[config.mk]
export PLATFORM = sky130hd
export DESIGN_NAME = isa_bus_initiator
export DESIGN_NICKNAME = d
export VERILOG_FILES = /design/src/rtl/isa_pkg.sv /design/src/rtl/isa_sync2.sv /design/src/rtl/isa_bus_initiator.sv
export SDC_FILE = /design/constraint.sdc
export NUM_CORES = 1
export LEC_CHECK = 0
export ABC_AREA = 0
export CORE_MARGIN = 2
export CORE_UTILIZATION = 45
export CTS_CLUSTER_DIAMETER = 100
export DETAILED_ROUTE_END_ITERATION = 7
export PLACE_DENSITY = 0.86
export SLEW_MARGIN = 10
export SYNTH_ARGS = -nofsm -noshare
export SYNTH_HDL_FRONTEND = slang
export SYNTH_SLANG_ARGS = --single-unit
[constraint.sdc]
create_clock -name clk -period 1.95 [get_ports clk]
set_input_delay 0.39 -clock clk [delete_from_list [all_inputs] [get_ports clk]]
set_output_delay 0.39 -clock clk [all_outputs]
set_load 0.01 [all_outputs]
[src/rtl/isa_pkg.sv]
// Shared types and encodings for the ISA bus initiator: FSM states, strobe
// selection from the {io,write} cycle type, and the read value reported on timeout.
package isa_pkg;

    typedef enum logic [2:0] {
        ST_IDLE = 3'd0,
        ST_ADDR = 3'd1,
        ST_CMD  = 3'd2,
        ST_WAIT = 3'd3,
        ST_HOLD = 3'd4
    } isa_state_e;

    // Strobe index is the cycle type {io,write} used directly as a bit position.
    localparam int STB_MEMR = 0;
    localparam int STB_MEMW = 1;
    localparam int STB_IOR  = 2;
    localparam int STB_IOW  = 3;

    localparam logic [7:0] RDATA_TIMEOUT = 8'hFF;

    typedef struct packed {
        logic        write;
        logic        io;
        logic [19:0] addr;
        logic [7:0]  wdata;
    } isa_req_t;

    function automatic logic [3:0] strobe_onehot(input logic io, input logic write);
        return 4'b0001 << {io, write};
    endfunction

endpackage

[src/rtl/isa_sync2.sv]
// Two-flop synchronizer with asynchronous active-low reset and a selectable
// reset value, for bringing the card's ready line into the clk domain.
module isa_sync2 #(
    parameter logic RST_VAL = 1'b1
) (
    input  logic clk,
    input  logic reset_l,
    input  logic i_d,
    output logic o_q
);

    logic r_meta;
    logic r_sync;

    always_ff @(posedge clk or negedge reset_l) begin
        if (!reset_l) begin
            r_meta <= RST_VAL;
            r_sync <= RST_VAL;
        end else begin
            r_meta <= i_d;
            r_sync <= r_meta;
        end
    end

    assign o_q = r_sync;

endmodule

[src/rtl/isa_bus_initiator.sv]
// Host-side ISA initiator: one byte request in, one ISA I/O or memory cycle out
// (address phase, command strobe, ready wait states, hold), one response back.
module isa_bus_initiator
    import isa_pkg::*;
#(
    parameter int T_ADDR      = 1,
    parameter int T_CMD       = 3,
    parameter int T_HOLD      = 1,
    parameter int RDY_TIMEOUT = 64
) (
    input  logic        clk,
    input  logic        reset_l,
    input  logic        req_valid,
    output logic        req_ready,
    input  logic        req_write,
    input  logic        req_io,
    input  logic [19:0] req_addr,
    input  logic [7:0]  req_wdata,
    output logic        resp_valid,
    output logic [7:0]  resp_rdata,
    output logic        resp_timeout,
    output logic [19:0] bus_a,
    output logic        bus_ale,
    output logic        bus_aen,
    output logic        bus_ior_l,
    output logic        bus_iow_l,
    output logic        bus_memr_l,
    output logic        bus_memw_l,
    output logic [7:0]  bus_d_out,
    output logic        bus_d_oe,
    input  logic [7:0]  bus_d_in,
    input  logic        bus_rdy
);

    localparam int MAX_AC = (T_ADDR > T_CMD) ? T_ADDR : T_CMD;
    localparam int MAX_HR = (T_HOLD > RDY_TIMEOUT) ? T_HOLD : RDY_TIMEOUT;
    localparam int MAX_P  = (MAX_AC > MAX_HR) ? MAX_AC : MAX_HR;
    localparam int CW     = $clog2(MAX_P) + 1;

    localparam logic [CW-1:0] ADDR_LAST = CW'(T_ADDR - 1);
    localparam logic [CW-1:0] CMD_LAST  = CW'(T_CMD - 1);
    localparam logic [CW-1:0] HOLD_LAST = CW'(T_HOLD - 1);
    localparam logic [CW-1:0] TO_LAST   = CW'(RDY_TIMEOUT - 1);
    localparam logic [CW-1:0] CNT_SAT   = '1;

    isa_state_e      r_state;
    logic [CW-1:0]   r_cnt;
    isa_req_t        r_req;
    logic            r_ready;
    logic [7:0]      r_rdata;
    logic            r_timeout;

    logic            w_rdy_s;
    logic            w_accept;
    logic            w_cmd_end;
    logic            w_wait_to;
    logic            w_release;
    logic            w_strobe_on;
    logic [3:0]      w_stb;

    isa_sync2 #(.RST_VAL(1'b1)) u_rdy_sync (
        .clk     (clk),
        .reset_l (reset_l),
        .i_d     (bus_rdy),
        .o_q     (w_rdy_s)
    );

    assign w_accept  = (r_state == ST_IDLE) && req_valid && r_ready;
    assign w_cmd_end = (r_state == ST_CMD) && (r_cnt == CMD_LAST);
    assign w_wait_to = (r_state == ST_WAIT) && !w_rdy_s && (r_cnt == TO_LAST);
    // Strobe is released on this edge: either ready at end of CMD, ready in WAIT, or timeout.
    assign w_release = (w_cmd_end && w_rdy_s) ||
                       ((r_state == ST_WAIT) && (w_rdy_s || (r_cnt == TO_LAST)));

    always_ff @(posedge clk or negedge reset_l) begin
        if (!reset_l) begin
            r_state <= ST_IDLE;
            r_cnt   <= '0;
            r_req   <= '0;
            r_ready <= 1'b0;
        end else begin
            r_cnt <= (r_cnt == CNT_SAT) ? r_cnt : r_cnt + CW'(1);
            case (r_state)
                ST_IDLE: begin
                    r_cnt   <= '0;
                    r_ready <= 1'b1;
                    if (w_accept) begin
                        r_req.write <= req_write;
                        r_req.io    <= req_io;
                        r_req.addr  <= req_io ? {4'h0, req_addr[15:0]} : req_addr;
                        r_req.wdata <= req_wdata;
                        r_ready     <= 1'b0;
                        r_state     <= ST_ADDR;
                    end
                end
                ST_ADDR: begin
                    if (r_cnt == ADDR_LAST) begin
                        r_cnt   <= '0;
                        r_state <= ST_CMD;
                    end
                end
                ST_CMD: begin
                    if (w_cmd_end) begin
                        r_cnt   <= '0;
                        r_state <= w_rdy_s ? ST_HOLD : ST_WAIT;
                    end
                end
                ST_WAIT: begin
                    if (w_release) begin
                        r_cnt   <= '0;
                        r_state <= ST_HOLD;
                    end
                end
                ST_HOLD: begin
                    if (r_cnt == HOLD_LAST) begin
                        r_ready <= 1'b1;
                        r_state <= ST_IDLE;
                    end
                end
                default: r_state <= ST_IDLE;
            endcase
        end
    end

    // Read data and timeout flag are captured on the strobe-release edge and held.
    always_ff @(posedge clk or negedge reset_l) begin
        if (!reset_l) begin
            r_rdata   <= 8'h00;
            r_timeout <= 1'b0;
        end else if (w_release) begin
            r_timeout <= w_wait_to;
            if (w_wait_to)
                r_rdata <= RDATA_TIMEOUT;
            else if (!r_req.write)
                r_rdata <= bus_d_in;
        end
    end

    assign w_strobe_on = (r_state == ST_CMD) || (r_state == ST_WAIT);
    assign w_stb       = strobe_onehot(r_req.io, r_req.write) & {4{w_strobe_on}};

    assign req_ready    = r_ready;
    assign resp_valid   = (r_state == ST_HOLD) && (r_cnt == HOLD_LAST);
    assign resp_rdata   = r_rdata;
    assign resp_timeout = r_timeout;

    assign bus_a      = r_req.addr;
    assign bus_aen    = (r_state == ST_IDLE);
    assign bus_ale    = (r_state == ST_ADDR) && (r_cnt == '0);
    assign bus_memr_l = ~w_stb[STB_MEMR];
    assign bus_memw_l = ~w_stb[STB_MEMW];
    assign bus_ior_l  = ~w_stb[STB_IOR];
    assign bus_iow_l  = ~w_stb[STB_IOW];
    assign bus_d_out  = r_req.wdata;
    assign bus_d_oe   = r_req.write && (r_state != ST_IDLE);

endmodule

* Word level (Yosys, flattened, before mapping) *
Index checks and enable logic that the tools add are counted.

word-level totals
  register bits = 52
  output and inout port bits = 46
  bits of input ports = 42
  logic and storage cells = 71

operators by class
  shift-type cells = 1
  bitwise logic cells = 5
  muxes and demuxes = 18
  equality and inequality tests = 13
  $add $sub $neg = 1
  reduce and logical (&&, ||, !) cells = 22

operator list
  cell                                                 count
  two-way mux 7 bit                                    4
  one-hot mux 7 bit (4 select lines)                   1
  two-way mux 20 bit                                   1
  two-way mux 3 bit                                    6
  two-way mux 8 bit                                    2
  one-hot mux 3 bit (5 select lines)                   1
  logical AND 1 bit                                    10
  != test 2 bit, second input constant                 4
  adder 7 x 1 -> 7 bit, second input constant          1
  equality test 7 x 2 -> 1 bit, second input constant  1
  equality test 7 x 6 -> 1 bit, second input constant  1
  equality test 7 bit, second input constant           1
  zero test 7 bit                                      1
  equality test 3 x 2 -> 1 bit, second input constant  2
  AND reduction 2 bit                                  3
  AND reduction 5 bit                                  1
  AND 4 bit                                            1
  != test 2 x 1 -> 1 bit, second input constant        2
  inverter 1 bit                                       4
  left shift 1 x 2 -> 4 bit, first input constant      1
  equality test 3 x 1 -> 1 bit, second input constant  1
  equality test 3 bit, second input constant           1
  zero test 3 bit                                      1
  logical OR 1 bit                                     3
  other kinds (5)                                      6

* Logic depth before layout (Yosys ltp) *
  word-level depth = 6
  gate-level depth with buffers = 6

* Hierarchy *
From an unflattened synthesis, not the netlist that was laid out.

second synthesis, totals
  cells, all modules = 265
  area total of the unflattened synthesis = 2497.4 sq um

by module, submodules not included
  module             area an instance (sq um)  instances  cells an instance
  isa_bus_initiator  2444.8                    1          263
  isa_sync2          52.6                      1          2

* Least setup slack after synthesis *
No wires, ideal clock.

  path kind = register to output
  from = reg r_cnt[0]
  to = out bus_ale
  required time = 1.560 ns
  arrival = 1.372 ns
  stages on the path, launching flop included = 6
  setup slack = 0.188 ns
  path through = dfrtp_1 > inv_1 > ha_1 > nor4b_1 > nand2_1 > nor3b_1

on the way
  cells in the longest elaborated chain, start to end = 2

ends and longest elaborated chain
  what                    line                      source
  from (decl)             isa_bus_initiator.sv:47   logic [CW-1:0] r_cnt;
  from (signal assigned)  isa_bus_initiator.sv:82   r_cnt <= (r_cnt == CNT_SAT) ? r_cnt : r_cnt + CW'(1);
  zero test 7 bit         isa_bus_initiator.sv:149  assign bus_ale = (r_state == ST_ADDR) && (r_cnt == '0);
  logical AND 1 bit       isa_bus_initiator.sv:149
  to (decl)               isa_bus_initiator.sv:23   output logic bus_ale,

Every way passes these cells.

* Final worst setup path *
Ends and elaborated chain as after synthesis.

==> summary.txt <==
Status
  • Status: finished clean

Synth
  • Ys flop type: dfrtp_1
  • Post-synth EDFFs: 0
  • Synth Area per Inst: roughly 9.4 µm²
  • Cell count after synthesis: roughly 270
  • Share of the yosys chip area belonging to registers: 0.5220
  • Mapped Nets: 310
  • Ys Warns: 0
  • Ys async rst share: 1.000
  • Yosys reg bits: 52
  • Distinct cells, synth: 40
  • Post-Syn Area: 2497 µm²

Timing
  • Final hold violations: 0
  • Minimum clock period: ~1.9 ns
  • Setup violations, final: 0
  • Setup_tns: 0 ns
  • Setup WS post-layout: roughly 0.014 ns
  • Fin crit share: 0.9926
  • Clock skew: roughly 0.006 ns
  • Fin. max-slew vios: 0
  • Relative slew slack: 0.7104
  • Measured slew at the worst slew-check pin: approximately 0.43 ns
  • Fmax: between 500 and 600 MHz
  • RSZ-0062 raised after global routing: yes

Drt
  • Final ANT Viol Nets: 0
  • DR vias/cell: roughly 4.9
  • Routed wire length: 5.878 mm
  • TritonRoute pass-1 iters: 4
  • Avg WL per Cell: roughly 14 µm
  • Starting DRT DRC Count: between 80 and 90
  • # DRC: 0
  • Via count: 2054

Floorplanning
  • Core Box Area: approximately 5400 µm²
  • # IOs: ~90
  • Die W: 78.50 µm
  • Site row count: 27
  • DIE AREA: ~6200 µm²
  • Die Span Y: roughly 78 µm
  • Initial core utilization: 0.4592

Placed design
  • Placer Congestion: 0.8202
  • DP Area: 3388 µm²
  • Post-Place Cells: 410
  • IO buf count: 87
  • Pre-CTS setup slack: -0.3168 ns
  • Final HPWL DP: 4.300 mm

Clock tree
  • CTS Sinks: 52
  • CTS tree: done
  • Clock buffer depth: 2
  • Cts bufs inserted: 5
  • Clock transition at the registers of the reported paths: about 0.09 ns
  • CTS root buffer: clkbuf_8
  • Clock Latency Late Sink: approximately 0.30 ns
  • Hold Buf Count CTS: 0
  • H-Tree Level Count: 2

GRT
  • GRT busiest layer: met2
  • Largest net degree at the start of global routing: 24
  • Initial antenna violation count: 0
  • Vias in the first global route: ~2100
  • First-pass GRT wire length: 9.680 mm
  • GRT Overall Usage: 0.2015
  • Met1 Resource Use GR: 0.2506
  • Grt met3 use: 0.05402
  • Gr ovfl total: 0
  • M2 GR Usage: 0.3353

Worst setup path
  • Data required, critical path: 1.56 ns
  • Cell breakdown of the critical path: inv_2 > ha_4 > nor4b_4 > nand2_2 > nor3b_2 > buf_2
  • CP peak stage delay: 0.40 ns
  • CP max stage cell: dfrtp_1
  • Worst path buffer plus inverter count: 2
  • Crit path capture type: output pin
  • Setup slack, reg-to-reg: roughly 0.070 ns
  • Nature of the critical path startpoint: flip-flop
  • Reg2reg end: r_cnt[5]
  • Critical path class: reg -> out
  • Crit path max fanout: 3
  • Worst R2R Start: r_cnt[0]
  • Reg2reg path depth: 9
  • Worst path arrival time: 1.55 ns
  • Crit-path leading delay family: simple AND/OR/NAND/NOR gates

Cells and area
  • Area Overhead vs Synth: 42.64%
  • Most frequent cells in the layout: nand2_1, clkdlybuf4s50_1, dfrtp_1
  • N_diodes: 0
  • Fillers: roughly 450
  • Non-filler cells, final: about 420
  • NumNets Final: approximately 390
  • Finished Cell Area: roughly 3600 µm²
  • Commonest non-fill, non-tap cell in the layout: nand2_1
  • Share of cells above drive strength 1: 0.1771

Power and ir drop
  • PwrDens: roughly 1400 nW/µm²
  • Leakage dissipation: 1.654 nW
  • Maximum VDD drop: between 0.6 and 0.7 mV

Job
  • Max-cap viol count: 0

Worst hold path
  • Hold Crit Class: in -> async
[how the worst max path moves through the flow]
| stage | start | endpoint | slack (ns) | depth (start not counted) |
|---|---|---|---|---|
| floorplan | r_cnt[0] | bus_ale | 0.19 | 5 |
| finish | r_cnt[0] | bus_ale | 0.01 | 6 |
| global placement | r_cnt[0] | bus_ale | -0.30 | 6 |
| global route | r_cnt[0] | bus_ale | -0.09 | 6 |
| detailed placement | r_cnt[0] | bus_ale | -0.32 | 6 |
| CTS | r_cnt[0] | bus_ale | 0.003 | 6 |
[through the flow]
stage / utilization / hold slack [ns] / total power [mW]
after floorplan: - / 0.09441 / 3.221
after global placement: 0.6230 / 0.3456 / 4.181
after detailed placement: 0.6230 / 0.3503 / 4.259
after CTS: 0.6467 / 0.02319 / 4.960
after global routing: 0.6549 / 0.04406 / 5.371
final: 0.6549 / 0.01925 / 4.985
[layout make-up]
| cell class | instances | area, µm² | share of cell area |
|---|---|---|---|
| clock buffers | 8 | 90.09 | 0.02529 |
| inverters | 3 | 11.26 | 0.003161 |
| multi-input cells | 171 | 983.4 | 0.2761 |
| flip-flops and latches | 52 | 1305 | 0.3663 |
| well taps | 72 | 90.09 | 0.02529 |
| repair buffers | 116 | 1082 | 0.3038 |
[registers in the layout, summed over array words and instances (netlist names)]
register / flops
bus_a: 20
bus_d_out: 8
resp_rdata: 8
r_cnt: 7
r_state: 3
r_req: 2
req_ready: 1
resp_timeout: 1
u_rdy_sync.o_q: 1
u_rdy_sync.r_meta: 1
[Yosys cell counts (2+ instances only)]
library cell,number,area [µm²]
inv_1,3,11.26
nand3_1,4,20.02
buf_4,28,210.2
nor2_1,13,48.80
and3_1,2,12.51
nor4b_1,2,17.52
dfstp_2,2,52.55
a21oi_1,9,45.04
nor2b_1,5,31.28
ha_1,3,37.54
clkbuf_1,5,18.77
o22a_2,3,30.03
nor3b_1,2,15.01
o22a_1,5,43.79
nand3b_1,5,37.54
and2_2,2,15.01
dfrtp_1,50,1251
a211oi_1,3,22.52
buf_2,5,25.02
nand2_1,92,345.3
and2_1,2,12.51
nand2b_1,2,12.51
[layer usage]
metal | share of wire | routed length [µm] | vias up
li1 | - | - | 1004
met1 | 0.44 | 2597 | 975
met2 | 0.48 | 2810 | 68
met3 | 0.064 | 378 | 7
met4 | 0.015 | 91 | 0
met5 | 0 | 0 | -
[power breakdown]
part           switching, mW  internal [mW]  total [mW]
sequential             0.254           1.50        1.76
clock                  0.329          0.290       0.619
combinational           1.19           1.41        2.61
total                   1.78           3.21        4.98
[repair_timing]
action | in CTS | in global routing
setup buffers | 2 | 2
pin swaps | 2 | 5
resized for setup | 23 | 8
setup endpoints to repair | 8 | 12
[cell families after synthesis]
logic type / synth area share
DFF: 0.5220
and+or+nand+nor: 0.2375
AOI/OAI and AO/OA: 0.1037
buffers and inverters: 0.1107
adders and majority gates: 0.01503
muxes: 0.004008
xor gates and xnor gates: 0.007015
Power figures use the tool's default switching activity.
